[src/rtl/fft32_pkg.sv]
// Shared constants and types for the FFT32 frame source.
// Frame geometry, FSM encoding and RAM address packing.
package fft32_pkg;

  localparam int FRAME_LEN = 32;
  localparam int IDX_W     = 5;
  localparam int ADDR_W    = IDX_W + 1;
  localparam int CNT_W     = 16;
  localparam int GAP_W     = 8;

  typedef enum logic [1:0] {
    ST_IDLE,
    ST_STRT,
    ST_STREAM,
    ST_GAP
  } fsm_t;

  function automatic logic [ADDR_W-1:0] ram_addr(
    input logic             bank,
    input logic [IDX_W-1:0] idx
  );
    return {bank, idx};
  endfunction

endpackage

[src/rtl/fft32_bank_ram.sv]
// Ping-pong sample store: 2 banks x 32 words, one write, one read port.
// Read data is registered and reads back zero when no read is issued.
module fft32_bank_ram
  import fft32_pkg::*;
#(
  parameter int W = 32
) (
  input  logic              clk,
  input  logic              rst_n,
  input  logic              i_we,
  input  logic [ADDR_W-1:0] i_waddr,
  input  logic [W-1:0]      i_wdata,
  input  logic              i_re,
  input  logic [ADDR_W-1:0] i_raddr,
  output logic [W-1:0]      o_rdata
);

  logic [W-1:0] r_mem [0:2*FRAME_LEN-1];
  logic [W-1:0] r_q;

  always_ff @(posedge clk) begin
    if (i_we) begin
      r_mem[i_waddr] <= i_wdata;
    end
  end

  // The read register doubles as the output register, so it clears
  // whenever no sample is being fetched.
  always_ff @(posedge clk or negedge rst_n) begin
    if (!rst_n) begin
      r_q <= '0;
    end else if (i_re) begin
      r_q <= r_mem[i_raddr];
    end else begin
      r_q <= '0;
    end
  end

  assign o_rdata = r_q;

endmodule

[src/rtl/fft32_frame_source.sv]
// Collects upstream samples into 32-sample frames and replays each
// frame to FFT32 as a START pulse followed by 32 serial samples.
module fft32_frame_source
  import fft32_pkg::*;
#(
  parameter int nb        = 16,
  parameter int FRAME_GAP = 0
) (
  input  logic             CLK,
  input  logic             RST,
  input  logic             S_VALID,
  output logic             S_READY,
  input  logic [nb-1:0]    S_DR,
  input  logic [nb-1:0]    S_DI,
  input  logic             S_LAST,
  output logic             START,
  output logic [nb-1:0]    DR,
  output logic [nb-1:0]    DI,
  output logic             BUSY,
  output logic             FRAME_ERR,
  output logic [CNT_W-1:0] FRAME_CNT
);

  localparam int GAP_LAST_I =
    (FRAME_GAP > 0) ? FRAME_GAP - 1 : 0;
  localparam logic [GAP_W-1:0] GAP_LAST =
    GAP_W'(GAP_LAST_I);
  localparam logic [IDX_W-1:0] IDX_LAST =
    IDX_W'(FRAME_LEN - 1);

  fsm_t             r_state;
  fsm_t             w_nstate;
  logic             r_live;
  logic [1:0]       r_full;
  logic [1:0]       w_full_nxt;
  logic             r_wb;
  logic             r_rb;
  logic [IDX_W-1:0] r_widx;
  logic [IDX_W-1:0] r_ridx;
  logic [GAP_W-1:0] r_gap;
  logic             r_start;
  logic             r_busy;
  logic             r_ferr;
  logic [CNT_W-1:0] r_cnt;

  logic              w_hs;
  logic              w_widx_last;
  logic              w_ok;
  logic              w_bad;
  logic              w_ridx_last;
  logic              w_end;
  logic              w_re;
  logic [IDX_W-1:0]  w_ridx_rd;
  logic [ADDR_W-1:0] w_waddr;
  logic [ADDR_W-1:0] w_raddr;
  logic [2*nb-1:0]   w_wdata;
  logic [2*nb-1:0]   w_rdata;

  // r_live keeps S_READY low while reset is held.
  assign S_READY     = r_live & ~r_full[r_wb];
  assign w_hs        = S_VALID & S_READY;
  assign w_widx_last = (r_widx == IDX_LAST);
  assign w_ok        = w_hs & S_LAST & w_widx_last;
  assign w_bad       = w_hs & (S_LAST ^ w_widx_last);

  assign w_ridx_last = (r_ridx == IDX_LAST);
  assign w_end       = (r_state == ST_STREAM)
                     & w_ridx_last;

  // Fetch one ahead: STRT fetches sample 0, STREAM at ridx
  // fetches ridx+1, and nothing is fetched on sample 31.
  assign w_re =
    (r_state == ST_STRT)
    | ((r_state == ST_STREAM) & ~w_ridx_last);
  assign w_ridx_rd =
    (r_state == ST_STRT) ? '0
                         : r_ridx + IDX_W'(1);

  assign w_waddr = ram_addr(r_wb, r_widx);
  assign w_raddr = ram_addr(r_rb, w_ridx_rd);
  assign w_wdata = {S_DR, S_DI};

  fft32_bank_ram #(
    .W (2*nb)
  ) u_ram (
    .clk     (CLK),
    .rst_n   (RST),
    .i_we    (w_hs),
    .i_waddr (w_waddr),
    .i_wdata (w_wdata),
    .i_re    (w_re),
    .i_raddr (w_raddr),
    .o_rdata (w_rdata)
  );

  assign DR = w_rdata[2*nb-1:nb];
  assign DI = w_rdata[nb-1:0];

  always_comb begin
    w_nstate = r_state;
    unique case (r_state)
      ST_IDLE: begin
        if (r_full[r_rb]) begin
          w_nstate = ST_STRT;
        end
      end
      ST_STRT: begin
        w_nstate = ST_STREAM;
      end
      ST_STREAM: begin
        if (w_end) begin
          if (FRAME_GAP > 0) begin
            w_nstate = ST_GAP;
          end else if (r_full[~r_rb]) begin
            w_nstate = ST_STRT;
          end else begin
            w_nstate = ST_IDLE;
          end
        end
      end
      ST_GAP: begin
        if (r_gap == GAP_LAST) begin
          w_nstate = r_full[r_rb] ? ST_STRT
                                  : ST_IDLE;
        end
      end
      default: begin
        w_nstate = ST_IDLE;
      end
    endcase
  end

  // Set and clear never target the same bank: a bank being
  // replayed is full, so it cannot be the write bank.
  always_comb begin
    w_full_nxt = r_full;
    if (w_end) begin
      w_full_nxt[r_rb] = 1'b0;
    end
    if (w_ok) begin
      w_full_nxt[r_wb] = 1'b1;
    end
  end

  always_ff @(posedge CLK or negedge RST) begin
    if (!RST) begin
      r_state <= ST_IDLE;
      r_live  <= 1'b0;
      r_full  <= '0;
      r_wb    <= 1'b0;
      r_rb    <= 1'b0;
      r_widx  <= '0;
      r_ridx  <= '0;
      r_gap   <= '0;
      r_start <= 1'b0;
      r_busy  <= 1'b0;
      r_ferr  <= 1'b0;
      r_cnt   <= '0;
    end else begin
      r_state <= w_nstate;
      r_live  <= 1'b1;
      r_full  <= w_full_nxt;
      r_ferr  <= w_bad;
      r_start <= (w_nstate == ST_STRT);
      r_busy  <= (w_nstate == ST_STRT)
               | (w_nstate == ST_STREAM);

      if (w_ok) begin
        r_wb <= ~r_wb;
      end

      if (w_ok | w_bad) begin
        r_widx <= '0;
      end else if (w_hs) begin
        r_widx <= r_widx + IDX_W'(1);
      end

      if (r_state == ST_STREAM) begin
        r_ridx <= r_ridx + IDX_W'(1);
      end else begin
        r_ridx <= '0;
      end

      if (r_state == ST_GAP) begin
        r_gap <= r_gap + GAP_W'(1);
      end else begin
        r_gap <= '0;
      end

      if (w_end) begin
        r_rb  <= ~r_rb;
        r_cnt <= r_cnt + CNT_W'(1);
      end
    end
  end

  assign START     = r_start;
  assign BUSY      = r_busy;
  assign FRAME_ERR = r_ferr;
  assign FRAME_CNT = r_cnt;

endmodule
[config.mk]
export PLATFORM = sky130hd
export DESIGN_NAME = fft32_frame_source
export DESIGN_NICKNAME = d
export VERILOG_FILES = /design/src/rtl/fft32_pkg.sv /design/src/rtl/fft32_bank_ram.sv /design/src/rtl/fft32_frame_source.sv
export SDC_FILE = /design/constraint.sdc
export NUM_CORES = 2
export LEC_CHECK = 0
export ABC_AREA = 0
export CELL_PAD_IN_SITES_DETAIL_PLACEMENT = 1
export CELL_PAD_IN_SITES_GLOBAL_PLACEMENT = 2
export CORE_ASPECT_RATIO = 0.5
export CORE_MARGIN = 1.5
export CORE_UTILIZATION = 48
export CTS_CLUSTER_SIZE = 30
export DETAILED_ROUTE_END_ITERATION = 8
export GPL_TIMING_DRIVEN = 0
export PLACE_DENSITY_LB_ADDON = 0.1
export SLEW_MARGIN = 20
export SYNTH_ARGS = -nofsm -noshare
export SYNTH_HDL_FRONTEND = slang
export SYNTH_SLANG_ARGS = --single-unit
export TNS_END_PERCENT = 100
[constraint.sdc]
create_clock -name CLK -period 4.3 [get_ports CLK]
set_clock_uncertainty 0.05 [all_clocks]
set_input_delay 0.86 -clock CLK [delete_from_list [all_inputs] [get_ports CLK]]
set_output_delay 0.86 -clock CLK [all_outputs]
set_load 0.005 [all_outputs]
# Yosys cells after proc, flatten, opt, wreduce, memory -nomap -nowiden
# Memories as Yosys holds them, arrays and structs flattened.
# Cells that the tools add are included.
# totals
reg_bits	76
ramBits	2048
in_bits	36
wordCells	79
n_memories	1
# classes
addsub	4
magnitude_cmp	5
eq_ne	7
n_mux	26
bitwise_logic	18
n_reduce_logical	5
# memory_table
memory	words	word_bits	read_ports	rd_clocked_by_memory_dff	wr	line	source
u_ram.r_mem	64	32	1	0	1	fft32_bank_ram.sv:18	logic [W-1:0] r_mem [0:2*FRAME_LEN-1];
# op_table
operator	n
$mux 32	1
$mux 5	4
$add 16x1->16 const B	1
$mux 1	12
$add 5x1->5 const B	2
$eq 5x5->1 const B	2
$mux 2	5
$add 8x1->8 const B	1
$logic_not 8->1	1
$mux 8	1
$pmux 2 s4	1
$and 1x1->1	7
$eq 2x2->1 const B	3
$lt 1x2->1 const B	3
$eq 2x1->1 const B	2
$not 1->1	4
$or 1x1->1	3
$and 2x2->2	1
$demux 1 s1	2
$ge 1x1->1 const B	2
$logic_and 1x1->1	2
$logic_not 2->1	1
$not 2->2	1
$or 2x2->2	1
2 further kinds	2

# Depth between registers and ports, before layout
# depth
word_depth	9
depth_mapped	13

# By module
# A second synthesis with hierarchy kept.
# unflattened
hier_cells	3506
area_unflattened_um2	81336.8
# modules_own_cells
module	instances	cells_each	area_each_um2	seq_area_each_um2
fft32_bank_ram	1	3320	79319.8	62299.8
fft32_frame_source	1	186	2016.9	1101.1

# Worst setup path before layout
# OpenSTA, ideal clock, no wires.
# synth_timing
path_kind	input-to-reg
startpoint	input port S_VALID
endpoint	memory u_ram.r_mem[31][0] (enable)
setup_time_ns	0.421
t_arrival_ns	3.007
required_ns	3.829
setup_slack_ns	0.822
stages	4
path_cell_list	and3_1 clkbuf_1 nand4_1 nor2_1
# synth_via
elab_chain_len	3
# synth_lines
element	line	source
start: declaration	fft32_frame_source.sv:11	input logic S_VALID,
$and 1x1->1	fft32_frame_source.sv:61	assign w_hs = S_VALID & S_READY;
$mux 1	fft32_bank_ram.sv:22	if (i_we) begin
$mux 1 (not written as such)	fft32_bank_ram.sv:23	r_mem[i_waddr] <= i_wdata;
end: declaration	fft32_bank_ram.sv:18	
# No other way between the ends.

# Worst setup path after layout
# layout_timing
startpoint	register r_ridx[1]
endpoint	register u_ram.r_q[27] (netlist: u_ram.o_rdata[27])
# layout_via
elab_chain_len	5
# layout_lines
element	line	source
start: declaration	fft32_frame_source.sv:39	logic [IDX_W-1:0] r_ridx;
start signal: assignment	fft32_frame_source.sv:179	r_ridx <= r_ridx + IDX_W'(1);
branches (longest 4 deep; another with $mem_v2 64x32)	--	
$mux 32 *	fft32_bank_ram.sv:32	end else if (i_re) begin
end signal: assignment	fft32_bank_ram.sv:33	r_q <= r_mem[i_raddr];
end: declaration	fft32_bank_ram.sv:19	logic [W-1:0] r_q;
# Every way passes the cells marked *.
# A chain may end at the register's enable or synchronous reset.

==> results.txt <==
The kind of start point of the critical path is a flop. Global routing finished with a remaining overflow of 0. The layout has 15,329 filler cells.

Final total power: 40,800 uW. After detailed routing, the number of vias per cell comes to 7.32. The number of pins exceeding their max-slew limit in the final report is 0, and the transition time at the pin with the least slew margin is 1.37 ns. Synthesis produced a netlist with a net count of 5,032. The run gives 0.0317 uW as the standby leakage power.

The final reports fail on negative setup slack. For the number of synthesis warnings, the log shows 0. The synthesized netlist contains 73 unique library cells.

For this run, the total global-route usage over all layers was measured as 44.7%. In this run the count of I/O pins placed on the die edge is 88. The initial DRC count was 10,993.

Summing over every cut layer, the via total after detailed routing is 58,111. Across the run, the number of max-cap violations was 0. The endpoint required time on the critical path came out at 5.01 ns.

The final critical path takes up 105% of the cycle. From bottom edge to top edge, the die measures 296 um. The count of buffers inserted at the top-level ports was 87. The mean instance size in the synthesized netlist is 16.5 um2. The type of element capturing the critical path was a flop. The signal arrival time at the worst endpoint is 5.21 ns. The die covers 174,000 um2. The share of synthesized registers carrying an async set or reset came out at 3.58%. After detailed routing, the number of remaining DRC violations is 0. Final worst setup slack: -0.203 ns. The minimum setup slack after placement was -1.06 ns; the footprint of the multi-input gates was 18,200 um2. The run gives 4 as the number of buffers between clock root and the deepest sink. Wires add up to 393 mm. The final-layout worst hold slack was 0.228 ns; the first-pass GRT wire length was 506 mm. The predominant post-synthesis flop cell is edfxtp_1. Setup violations remaining at the end of the flow were counted as 29. The tree built by TritonCTS fans out to 2,124 sinks.

Measured against its own limit, the worst slew margin works out to 8.55%. Counting I/O delays and the setup requirement, the final critical path takes 4.50 ns. The region available for standard cell placement spans 170,000 um2. For the worst-skew pair, the clock arrives at the later sink with an insertion delay of 0.89 ns. The clock transition time at the flip-flop clock pins of the worst setup and hold paths was 0.07 ns; the area of all sequential standard cells was 63,400 um2. For this run, the post-layout net count is 5,505.

For the TritonCTS buffer count, the log shows 194. The setup TNS came out at -2.86 ns. The final count of hold timing violations was 0; the total iterations of the first detailed-routing run was 6.

The post-route netlist has 18.3% of its cells at a drive strength greater than 1. The count of H-tree levels built during CTS was 4. The synthesized netlist occupies a cell area of 82,300 um2. The floorplan step set the die width to 588 um. In this run the clock root is driven by a clkbuf_16. The proportion of synthesized chip area in sequential cells came out at 77.1%. The flop and latch count out of synthesis came out at 2,124.

Once detail routing completed, the nets flagged for antenna violations numbered 0. Peak supply drop: 0.351 mV. The via count of the first global-routing pass is 54,200, and the number of core rows is 107. The worst min-delay path class was in2reg.

The run gives 7,537 as the placed instance count. Routability congestion estimate: 1.02. The half-perimeter wire length after detailed placement is 281 mm, and the average wire per cell in the routed design is 49.5 um.

TritonCTS built the clock tree. Relative to the synthesized area, the layout overhead comes to 18.4%. The count of cells in the finished layout, fillers not included, comes to 7,939. The pin count of the biggest net entering global routing is 65.

Cell count after synthesis: 4,988. Biggest fanout along the worst timing path: 10. The run finished, with violations left. Timing would allow up to 0.222 GHz. For this configuration, the core starts out at a cell density of 48.3%. The number of enable-type register cells in the synthesized netlist came out at 2,048. Power density over the cells: 419 nW/um2. Critical path class: reg2reg. The initial antenna violation count is 69.
state kept, by name, summed over array words and instances, names as in the netlist:
signal,count
BUSY,1
FRAME_ERR,1
r_wb,1
r_full,2
u_ram.r_mem,2048
r_ridx,5
r_rb,1
r_live,1
r_state,2
u_ram.o_rdata,32
FRAME_CNT,16
START,1
r_widx,5
r_gap,8
worst max-delay path, cell delays in order (launching register included):
cell,delay [ns]
dfrtp_1,0.41
ha_1,0.41
buf_2,0.37
o21ai_4,0.44
buf_16,0.25
clkbuf_4,0.46
clkdlybuf4s15_2,0.55
nand3_1,0.21
a31oi_1,0.65
nor4_1,0.20
a31o_2,0.32
layout by cell type (no fill, tap or decap), types with 28 or more instances in the layout:
cell type	n
a211oi_1	99
a21oi_1	116
a221oi_1	322
a22oi_1	31
a31oi_1	129
and2_1	64
and3_1	28
buf_12	87
buf_16	78
buf_2	130
buf_4	74
clkbuf_1	110
clkbuf_16	196
clkbuf_2	87
clkdlybuf4s50_1	54
clkinv_1	45
clkinv_2	39
dfrtp_1	75
diode_2	36
edfxtp_1	2048
mux2_2	37
mux2i_1	201
mux4_2	80
nand2_1	438
nand3_1	176
nor2_1	84
nor2_4	65
nor3_1	57
o211ai_1	61
o21ai_0	169
layout make-up:
type                    instances  area share [%]
multi-input cells            2495            18.7
clock buffers                 243            5.30
plain buffers                 354            1.91
repair buffers                280            5.03
clock inverters               106           0.858
inverters                      12          0.0463
flip-flops and latches       2124            65.1
diodes                         36          0.0925
well taps                    2289            2.94
report_power, final:
part	internal [uW]	switching (uW)	leakage [uW]
sequential	22700	15.1	0.0194
combinational	116	530	0.00942
clock	9270	8170	0.00295
routing by layer:
| layer | vias to the layer above | share of wire [%] | track usage, % |
|---|---|---|---|
| met5 | - | 0.064 | 0 |
| met4 | 24 | 4.9 | 18.2 |
| met3 | 976 | 18 | 23.8 |
| li1 | 21191 | - | - |
| met2 | 5278 | 39 | 59.6 |
| met1 | 30642 | 37 | 60.8 |
what timing repair did:
item / CTS / global route
setup buffers: 6 / 12
pin swaps: 3 / 5
hold buffers: 1 / 0
resized for setup: 121 / 76
endpoints found under the setup margin: 56 / 130
endpoints found under the hold margin: 25 / 0
metrics by stage:
| stage | utilization, % | instance area, um2 |
|---|---|---|
| 6_report | 57.2 | 97400 |
| 5_1_grt | 57.1 | 97300 |
| 4_1_cts | 57.0 | 97000 |
| 3_5_place_dp | 53.2 | 90500 |
| 3_3_place_gp | 50.5 | 86000 |
| 2_1_floorplan | - | 82300 |
kinds of logic (layout without fill, tap and decap cells):
family / after synthesis / after routing / share of synthesized area [%]
other cells: 1 / 37 / 0.00456
xor+xnor: 29 / 29 / 0.318
buf+inv: 369 / 995 / 1.93
simple gates: 1021 / 1021 / 5.64
fa+ha+maj: 8 / 8 / 0.122
compound gates: 1117 / 1117 / 9.76
flops: 2124 / 2124 / 77.1
mux: 319 / 319 / 5.16
synth_stat cells, types with 10 or more instances:
cell       instances  area, um2
xnor2_1           19        166
a221oi_1         323       2830
nand4_1           18        113
clkbuf_1         168        631
a31oi_1          139        870
nand3_1          178        891
o2111ai_1         18        158
o211ai_1          61        458
o31ai_1           16        120
nor2_1           151        567
buf_2            131        656
o21ai_0          171        856
and2_1            65        407
nand2_1          442       1660
nor3_1            60        300
and3_1            28        175
a22o_1            18        158
a211oi_1          99        743
buf_1             49        184
a21oi_1          134        671
nor4_1            23        144
mux2_2            37        417
edfxtp_1        2048      61500
dfrtp_1           76       1900
o22ai_1           10       62.6
inv_1             10       37.5
a22oi_1           31        233
mux2i_1          201       2010
a221o_1           14        140
mux4_2            80       1800
nor2b_1           18        113
path summary, 6_finish.rpt:
kind / from / to / slack [ns] / depth (start not counted)
min reg2reg: r_gap[0]$_DFF_PN0_ / r_gap[0]$_DFF_PN0_ / 0.43 / 1
max in group asynchronous: RST / u_ram.o_rdata[10]$_DFF_PN0_ / 3.13 / 3
min: S_DI[15] / u_ram.r_mem[3][15]$_DFFE_PP_ / 0.23 / 1
max reg2reg: r_ridx[1]$_DFF_PN0_ / u_ram.o_rdata[27]$_DFF_PN0_ / -0.20 / 10
max: r_ridx[1]$_DFF_PN0_ / u_ram.o_rdata[27]$_DFF_PN0_ / -0.20 / 10
min in group asynchronous: RST / FRAME_CNT[0]$_DFFE_PN0P_ / 0.37 / 2
No activity file was read; power rests on OpenSTA's default activity.
